===== src/rtl/vga_window_streamer.sv =====
// Avalon-ST video frame generator: centred line-buffer window with border columns
// on a background colour. It honours backpressure and stops only on frame boundaries.
`timescale 1ns/1ps
module vga_window_streamer #(
   parameter int unsigned H_ACTIVE    = 640,
   parameter int unsigned V_ACTIVE    = 480,
   parameter int unsigned WIN_START   = 80,
   parameter int unsigned WIN_WIDTH   = 480,
   parameter int unsigned COLOR_BITS  = 8,
   parameter int unsigned OUT_BITS    = 10,
   parameter int unsigned ADDR_W      = 9,
   parameter logic [3*COLOR_BITS-1:0] BORDER_RGB = 24'hFFFFFF,
   parameter logic [3*COLOR_BITS-1:0] BG_RGB     = 24'h000000,
   parameter int unsigned ROW_LEAD    = 80,
   parameter int unsigned SCREEN_LEAD = 740
) (
   input  logic                      clock_vga,
   input  logic                      reset_n,
   input  logic                      start,
   input  logic [3*COLOR_BITS-1:0]   data,
   output logic [ADDR_W-1:0]         address,
   output logic                      next_row,
   output logic                      next_screen,
   output logic [3*OUT_BITS-1:0]     src_data,
   output logic                      src_valid,
   input  logic                      src_ready,
   output logic                      src_sop,
   output logic                      src_eop
);

   localparam int unsigned X_W   = $clog2(H_ACTIVE);
   localparam int unsigned Y_W   = $clog2(V_ACTIVE);
   localparam int unsigned LIN_W = $clog2(H_ACTIVE * V_ACTIVE);
   localparam int unsigned PAD   = OUT_BITS - COLOR_BITS;

   localparam logic [X_W-1:0]      X_LAST      = X_W'(H_ACTIVE - 1);
   localparam logic [Y_W-1:0]      Y_LAST      = Y_W'(V_ACTIVE - 1);
   localparam logic [X_W-1:0]      WIN_FIRST   = X_W'(WIN_START);
   localparam logic [X_W-1:0]      WIN_LAST    = X_W'(WIN_START + WIN_WIDTH - 1);
   localparam logic [X_W-1:0]      BORDER_L    = X_W'(WIN_START - 1);
   localparam logic [X_W-1:0]      BORDER_R    = X_W'(WIN_START + WIN_WIDTH);
   localparam logic [X_W-1:0]      ROW_PULSE_X = X_W'(H_ACTIVE - 1 - ROW_LEAD);
   localparam logic [LIN_W-1:0]    SCREEN_IDX  = LIN_W'(H_ACTIVE * V_ACTIVE - 1 - SCREEN_LEAD);
   localparam logic [ADDR_W-1:0]   ADDR_LAST   = ADDR_W'(WIN_WIDTH - 1);
   localparam logic [OUT_BITS-1:0] PAD_ONES    = OUT_BITS'((1 << PAD) - 1);

   // Line-buffer pixels are zero-padded; fixed colours replicate the channel LSB
   // into the pad bits so full-scale white stays full-scale on the wider bus.
   function automatic logic [OUT_BITS-1:0] widen_ch(input logic [COLOR_BITS-1:0] v,
                                                    input logic lsb_fill);
      widen_ch = (OUT_BITS'(v) << PAD) | ((lsb_fill && v[0]) ? PAD_ONES : '0);
   endfunction

   function automatic logic [3*OUT_BITS-1:0] widen(input logic [3*COLOR_BITS-1:0] c,
                                                   input logic lsb_fill);
      widen = {widen_ch(c[3*COLOR_BITS-1:2*COLOR_BITS], lsb_fill),
               widen_ch(c[2*COLOR_BITS-1:COLOR_BITS],   lsb_fill),
               widen_ch(c[COLOR_BITS-1:0],              lsb_fill)};
   endfunction

   localparam logic [3*OUT_BITS-1:0] BORDER_OUT = widen(BORDER_RGB, 1'b1);
   localparam logic [3*OUT_BITS-1:0] BG_OUT     = widen(BG_RGB, 1'b1);

   typedef enum logic {IDLE, STREAM} state_t;

   state_t                state, state_d;
   logic [X_W-1:0]        x, x_d, nx;
   logic [Y_W-1:0]        y, y_d, ny;
   logic [ADDR_W-1:0]     address_d;
   logic [3*OUT_BITS-1:0] src_data_d;
   logic                  src_valid_d, next_row_d, next_screen_d;
   logic                  load, transfer;
   logic [LIN_W-1:0]      lin_idx;

   assign transfer = src_valid & src_ready;
   assign lin_idx  = LIN_W'(y) * LIN_W'(H_ACTIVE) + LIN_W'(x);
   assign src_sop  = src_valid & (x == '0) & (y == '0);
   assign src_eop  = src_valid & (x == X_LAST) & (y == Y_LAST);

   always_comb begin
      state_d       = state;
      x_d           = x;
      y_d           = y;
      address_d     = address;
      src_data_d    = src_data;
      src_valid_d   = src_valid;
      nx            = '0;
      ny            = '0;
      load          = 1'b0;
      next_row_d    = transfer & (x == ROW_PULSE_X);
      next_screen_d = transfer & (lin_idx == SCREEN_IDX);

      case (state)
         IDLE: begin
            src_valid_d = 1'b0;
            if (start) begin
               load    = 1'b1;
               state_d = STREAM;
            end
         end
         STREAM: begin
            if (!src_valid || src_ready) begin
               if (x == X_LAST) begin
                  if (y == Y_LAST) begin
                     if (start) begin
                        load = 1'b1;
                     end else begin
                        state_d     = IDLE;
                        src_valid_d = 1'b0;
                        x_d         = '0;
                        y_d         = '0;
                        address_d   = '0;
                     end
                  end else begin
                     ny   = y + 1'b1;
                     load = 1'b1;
                  end
               end else begin
                  nx   = x + 1'b1;
                  ny   = y;
                  load = 1'b1;
               end
            end
         end
         default: state_d = IDLE;
      endcase

      // The register always holds the pixel at (x,y); the colour is chosen for
      // the incoming column and the line-buffer word is taken in this same cycle.
      if (load) begin
         x_d         = nx;
         y_d         = ny;
         src_valid_d = 1'b1;
         if (nx >= WIN_FIRST && nx <= WIN_LAST) begin
            src_data_d = widen(data, 1'b0);
            if (address != ADDR_LAST) begin
               address_d = address + 1'b1;
            end
         end else begin
            src_data_d = (nx == BORDER_L || nx == BORDER_R) ? BORDER_OUT : BG_OUT;
            if (nx == '0) begin
               address_d = '0;
            end
         end
      end
   end

   always_ff @(posedge clock_vga or negedge reset_n) begin
      if (!reset_n) begin
         state       <= IDLE;
         x           <= '0;
         y           <= '0;
         address     <= '0;
         src_data    <= '0;
         src_valid   <= 1'b0;
         next_row    <= 1'b0;
         next_screen <= 1'b0;
      end else begin
         state       <= state_d;
         x           <= x_d;
         y           <= y_d;
         address     <= address_d;
         src_data    <= src_data_d;
         src_valid   <= src_valid_d;
         next_row    <= next_row_d;
         next_screen <= next_screen_d;
      end
   end

endmodule

===== config.mk =====
export PLATFORM = sky130hd
export DESIGN_NAME = vga_window_streamer
export DESIGN_NICKNAME = d
export VERILOG_FILES = /design/src/rtl/vga_window_streamer.sv
export SDC_FILE = /design/constraint.sdc
export NUM_CORES = 1
export LEC_CHECK = 0
export BUFFER_PORTS_ARGS = -buffer_cell sky130_fd_sc_hd__buf_2
export CORE_MARGIN = 2
export CORE_UTILIZATION = 49
export CTS_CLUSTER_SIZE = 40
export DETAILED_ROUTE_END_ITERATION = 8
export PLACE_DENSITY = 0.72
export SYNTH_ARGS = -nofsm -noshare
export SYNTH_HDL_FRONTEND = slang
export SYNTH_SLANG_ARGS = --single-unit

===== constraint.sdc =====
create_clock -name clock_vga -period 4.03 [get_ports clock_vga]
set_input_delay 0.806 -clock clock_vga [delete_from_list [all_inputs] [get_ports clock_vga]]
set_output_delay 0.806 -clock clock_vga [all_outputs]
set_load 0.01 [all_outputs]

Word-level counts from Yosys, hierarchy flattened. Index checks and enable logic that the tools add are counted. W data, S select, Z words.

Bitwise operators: 8. Add/sub/neg operators: 4. Shifts and indexed selects: 0. Eq/ne operators: 13. Reductions and logical operators: 14. Order comparisons: 2. Multiply operators: 1. Divide/modulo/power cells: 0. Mux-type cells: 43.

Operator list (count): $mux W9 (19); $mux W10 (9); $mux W30 (2); $eq A10 B10 Y1 const B (3); $logic_not A10 Y1 (2); $add A19 B10 Y19 (1); $eq A19 B19 Y1 const B (1); $add A9 B1 Y9 const B (2); $mul A9 B3 Y12 const B (1); $add A10 B1 Y10 const B (1); $eq A10 B7 Y1 const B (1); $ge A10 B7 Y1 const B (1); $le A10 B10 Y1 const B (1); $mux W1 (10); $eq A9 B9 Y1 const B (1); $logic_not A9 Y1 (1); $ne A3 B1 Y1 const B (3); $ne A9 B9 Y1 const B (1); $reduce_bool A2 Y1 (4); $and A1 B1 Y1 (7); $ne A3 B2 Y1 const B (2); $pmux W1 S2 (3); $reduce_and A6 Y1 (1); $reduce_and A5 Y1 (1); 6 further kinds (7).

Output and inout port bits: 44. Memories kept: 0. Input port bits: 28. Bits in registers: 62. Bits in latches: 0. ROM bits: 0. Word-level logic and storage cells: 93. RAM bits: 0.

Logic depth before layout (Yosys ltp).
Depth in word-level cells: 8. Depth in mapped cells: 11. Gate-level depth less buffers: 11.

Worst setup path after synthesis. Ideal clock, no wire load.

Path type: input -> register. From: input port src_ready. To: register address[8]. Stages: 10. Library setup time: 0.121 ns. Arrival time: 2.393 ns. Buffers on the path: 3. Slack: 1.516 ns. Data required time: 3.909 ns. Cell sequence: nand2b_1 > and2_1 > clkbuf_1 > o21ai_2 > a311oi_1 > or3_1 > buf_2 > and2_4 > buf_6 > a22o_1.

Word-level cells in the longest chain between the ends: 7. Elaborated cells between the ends (all ways): 15. Those cells by class: 2 x order compare; 10 x mux; 3 x reduce/logical.

Ends and longest elaborated chain: start: declaration (RTL line 26) `input logic src_ready,`; $logic_or A1 B1 Y1 * (RTL line 102) `if (!src_valid || src_ready) begin`; $mux W10 (RTL line 102); $mux W10 (RTL line 93) `case (state)`; $ge A10 B7 Y1 (tied with other cells) (RTL line 134) `if (nx >= WIN_FIRST && nx <= WIN_LAST) begin`; $logic_and A1 B1 Y1 or $mux W9 (tied branches) (RTL line 134, 141); $mux W9 (RTL line 134); $mux W9 * (RTL line 130) `if (load) begin`; named net address_d[8] (RTL line 69) `logic [ADDR_W-1:0] address_d;`; end signal: assignment (RTL line 162) `address <= address_d;`; end: declaration (RTL line 21) `output logic [ADDR_W-1:0] address,`.

Mark *: on every way through the listed nets, which the timed path passes. The rest lies on a longest branch. A chain may end at the register's enable or synchronous reset.

Final worst setup path.
From: register x[1]. To: register address[5].

Word-level cells in the longest chain between the ends: 8. Elaborated cells between the ends (all ways): 19. Those cells by class: 1 x add/sub; 2 x order compare; 1 x eq/ne; 13 x mux; 2 x reduce/logical.

Ends and longest elaborated chain: start: declaration (RTL line 67) `logic [X_W-1:0] x, x_d, nx;`; start signal: assignment (RTL line 151) `x <= '0;`; start signal: assignment (RTL line 160) `x <= x_d;`; $add A10 B1 Y10 or $eq A10 B10 Y1 (tied branches) (RTL line 119, 103); $mux W10 (RTL line 103) `if (x == X_LAST) begin`; $mux W10 (RTL line 102); $mux W10 (RTL line 93); $ge A10 B7 Y1 (tied with other cells) (RTL line 134); $logic_and A1 B1 Y1 or $mux W9 (tied branches) (RTL line 134, 141); $mux W9 (RTL line 134); $mux W9 * (RTL line 130); named net address_d[5] (RTL line 69).

Marked as above.

==> summary.md <==
| Metric | Value |
|---|---|
| Status | finished clean |
| Core area | 7214 sq um |
| Distinct cells, synth | 57 |
| Port buffer count | 71 |
| TritonCTS Buffers | 9 |
| Clock Latency Late Sink | 350 ps |
| Post-route DRC | 0 |
| Vias | 3,409 |
| DIE AREA | 8144 sq um |
| Clk network pwr share | 40.4% |
| Ys Warns | 0 |
| Setup violations, final | 0 |
| Vias per cell | 5.878 |
| Antenna Nets Post-Route | 0 |
| FF+latch count, synth | 57 |
| Post-synth top area share | 39.13% |
| Crit start category | flip-flop |
| Grt total ovfl | 0 |
| Async set or reset register ratio after synthesis | 100.0% |
| DR iter-0 viols | 290 |
| Design Power | 1.681 mW |
| Number of synthesized flops with an enable pin | 0 |
| # clock sinks | 57 |
| Mapped Nets | 470 |
| HPWL after detailed placement | 6582 microns |
| Post-layout util | 59.42% |
| Largest cells by area after synthesis | dfrtp_1, ha_1, nand2_1, a22oi_1, o21ai_0 |
| Final Hold Viols | 0 |
| Final WL | 9261 microns |
| Most numerous cell in the Yosys netlist | dfrtp_1 |
| Setup Buffers After CTS | 0 |
| Tightest Pin Transition | 855.3 ps |
| Number of diodes | 0 |
| Vias in the first global route | 3,212 |
| PD cells | 392.2 nW/um^2 |
| Relative slew slack | 42.98% |
| H-tree levels | 3 |
| Boundary Pins | 72 |
| Die Span Y | 90.25 microns |
| Register area share after synthesis | 39.13% |
| Worst vdd ir | 255.1 uV |
| Max cap viols | 0 |
| Post-CTS sizing | 0 |
| Routability Congestion | 0.9075 |
| Hold Path Class | flip-flop to flip-flop |
| Max frequency | 327.9 MHz |
| Placement Setup Slack | 982.1 ps |
| CP Data Arrival Time | 3330 ps |
| FILL cells | 667 |
| Hold Buf Count CTS | 0 |
| Sw Ratio | 30.55% |
| Post-synth top cells | dfrtp_1, nand2_1, o21ai_0, a22oi_1, nor2_1 |
| Final Cell Area | 4287 sq um |
| Netlist Area Pre-Place | 3645 sq um |
| Top_reg_cell synth | dfrtp_1 |
| Total track usage | 24.00% |
| Slack of the critical path | 980.1 ps |
| Starting Density | 50.52% |
| Synthesis-to-finish area growth | 17.61% |
| Final Cycle Share | 75.68% |
| TritonCTS clock tree | yes |
| Layout cells sized above 1 | 21.41% |
| CP Class | flip-flop to flip-flop |
| Clock root cell | clkbuf_8 |
| Fin crit period | 3050 ps |
| Sequential power share | 41.4% |
| Critical Path RT | 4310 ps |
| Largest net degree at the start of global routing | 37 |
| Initial antenna violation count | 0 |
| Int Pwr | 1.168 mW |
| Fin Setup TNS | 0 ps |
| Psw | 0.5136 mW |
| Drt wl/cell | 15.97 microns |
| CP Capture Type | flip-flop |
| Overall die width | 90.25 microns |
| Leakage power | 2.226 nW |
| CP Max Fanout | 17 |
| Synth Area per Inst | 8.719 sq um |
| Nets | 528 |
| Slew Limit Fails | 0 |
| Clock Pin Slew Worst Setup and Hold Paths | 80 ps |
| Logic pwr share | 18.2% |
| Gate Count Post-Synth | 418 |
| Final Skew | 11.41 ps |
| RSZ-0062 raised after global routing | false |
| CTS Buffer Depth | 2 |
| Initial DRT Pass Iterations | 5 |
| Top cell type by total area after synthesis | dfrtp_1 |
| First-pass GRT wire length | 15,970 microns |
| Rows | 31 |
| Post-DP Area | 4035 sq um |
-- cells by family after synthesis --
family,after synthesis,synth area share [%]
AOI/OAI and AO/OA,116,20.77
DFF,57,39.13
xor gates and xnor gates,9,2.163
adders and majority gates,25,8.925
muxes,2,0.5836
buffers and inverters,45,5.836
and+or+nand+nor,164,22.59
-- worst paths after layout --
path                                    from      endpoint  slack (ps)  depth (start not counted)
min in group asynchronous            reset_n      next_row         570                          1
worst max-delay path                    x[1]    address[5]         980                          9
worst min register to register  src_data[28]  src_data[28]         500                          2
worst max register to register          x[1]    address[5]         980                          9
worst min-delay path            src_data[28]  src_data[28]         500                          2
max in group asynchronous            reset_n    address[2]        2650                          2
-- metrics by stage --
step	std cells	hold WS (ps)
6_report	580	499.3
5_1_grt	580	525.1
4_1_cts	580	504.2
3_5_place_dp	564	478.1
3_3_place_gp	564	480.3
2_1_floorplan	418	491.1
-- registers in the layout, summed over array words and instances, names as in the netlist --
| register | cells |
|---|---|
| x | 10 |
| src_valid | 1 |
| state | 1 |
| address | 9 |
| next_screen | 1 |
| src_data | 25 |
| y | 9 |
| next_row | 1 |
-- worst max-delay path, stage by stage (launching register included) --
cell and delay, ps:
dfrtp_1 450, ha_1 470, and3_1 280, nand3_1 240, o21ai_2 180, buf_4 240
a311oi_1 90, or3_1 520, a2111oi_2 380, a21o_1 130
-- power by group through the flow --
stage                     logic [mW]  registers (mW)  clock network (mW)
after floorplan                0.211           0.688                   0
after global placement         0.297           0.702                   0
after detailed placement       0.307           0.704                   0
after CTS                      0.307           0.694               0.691
after global routing           0.345           0.708               0.717
final                          0.306           0.696               0.679
-- layout make-up --
type                       instances  area [sq um]  area share [%]
timing repair buffer              78         407.9           9.515
multi-input combinational        316          2024           47.23
inverter                          14         52.55           1.226
clock buffer                       9         123.9           2.890
sequential                        57          1426           33.28
tap                               99         123.9           2.890
clock inverter                     7         127.6           2.977
-- cell usage in the layout (no fill, tap or decap), types with 4 or more instances in the layout --
master	synthesis	routed
buf_2	11	71
dfrtp_1	57	57
nand2_1	51	51
o21ai_0	35	35
nor2_1	25	25
a22oi_1	25	25
ha_1	22	22
nand3_1	20	20
a21oi_1	15	15
inv_1	14	14
nor3_1	13	12
and3_1	9	9
clkbuf_8	0	9
nand4_1	8	8
a21o_1	8	8
a31oi_1	7	7
buf_4	6	7
nor4_1	6	6
and2_1	5	5
xnor2_1	5	5
or3_1	5	5
o31ai_1	6	5
nand2b_1	4	4
xor2_1	4	4
-- routing by layer --
metal	wire length [microns]	track usage, %
met1	4233	33.39
met2	4349	37.59
met3	496	4.526
met4	181	8.590
met5	0	0
Power figures use the tool's default switching activity.
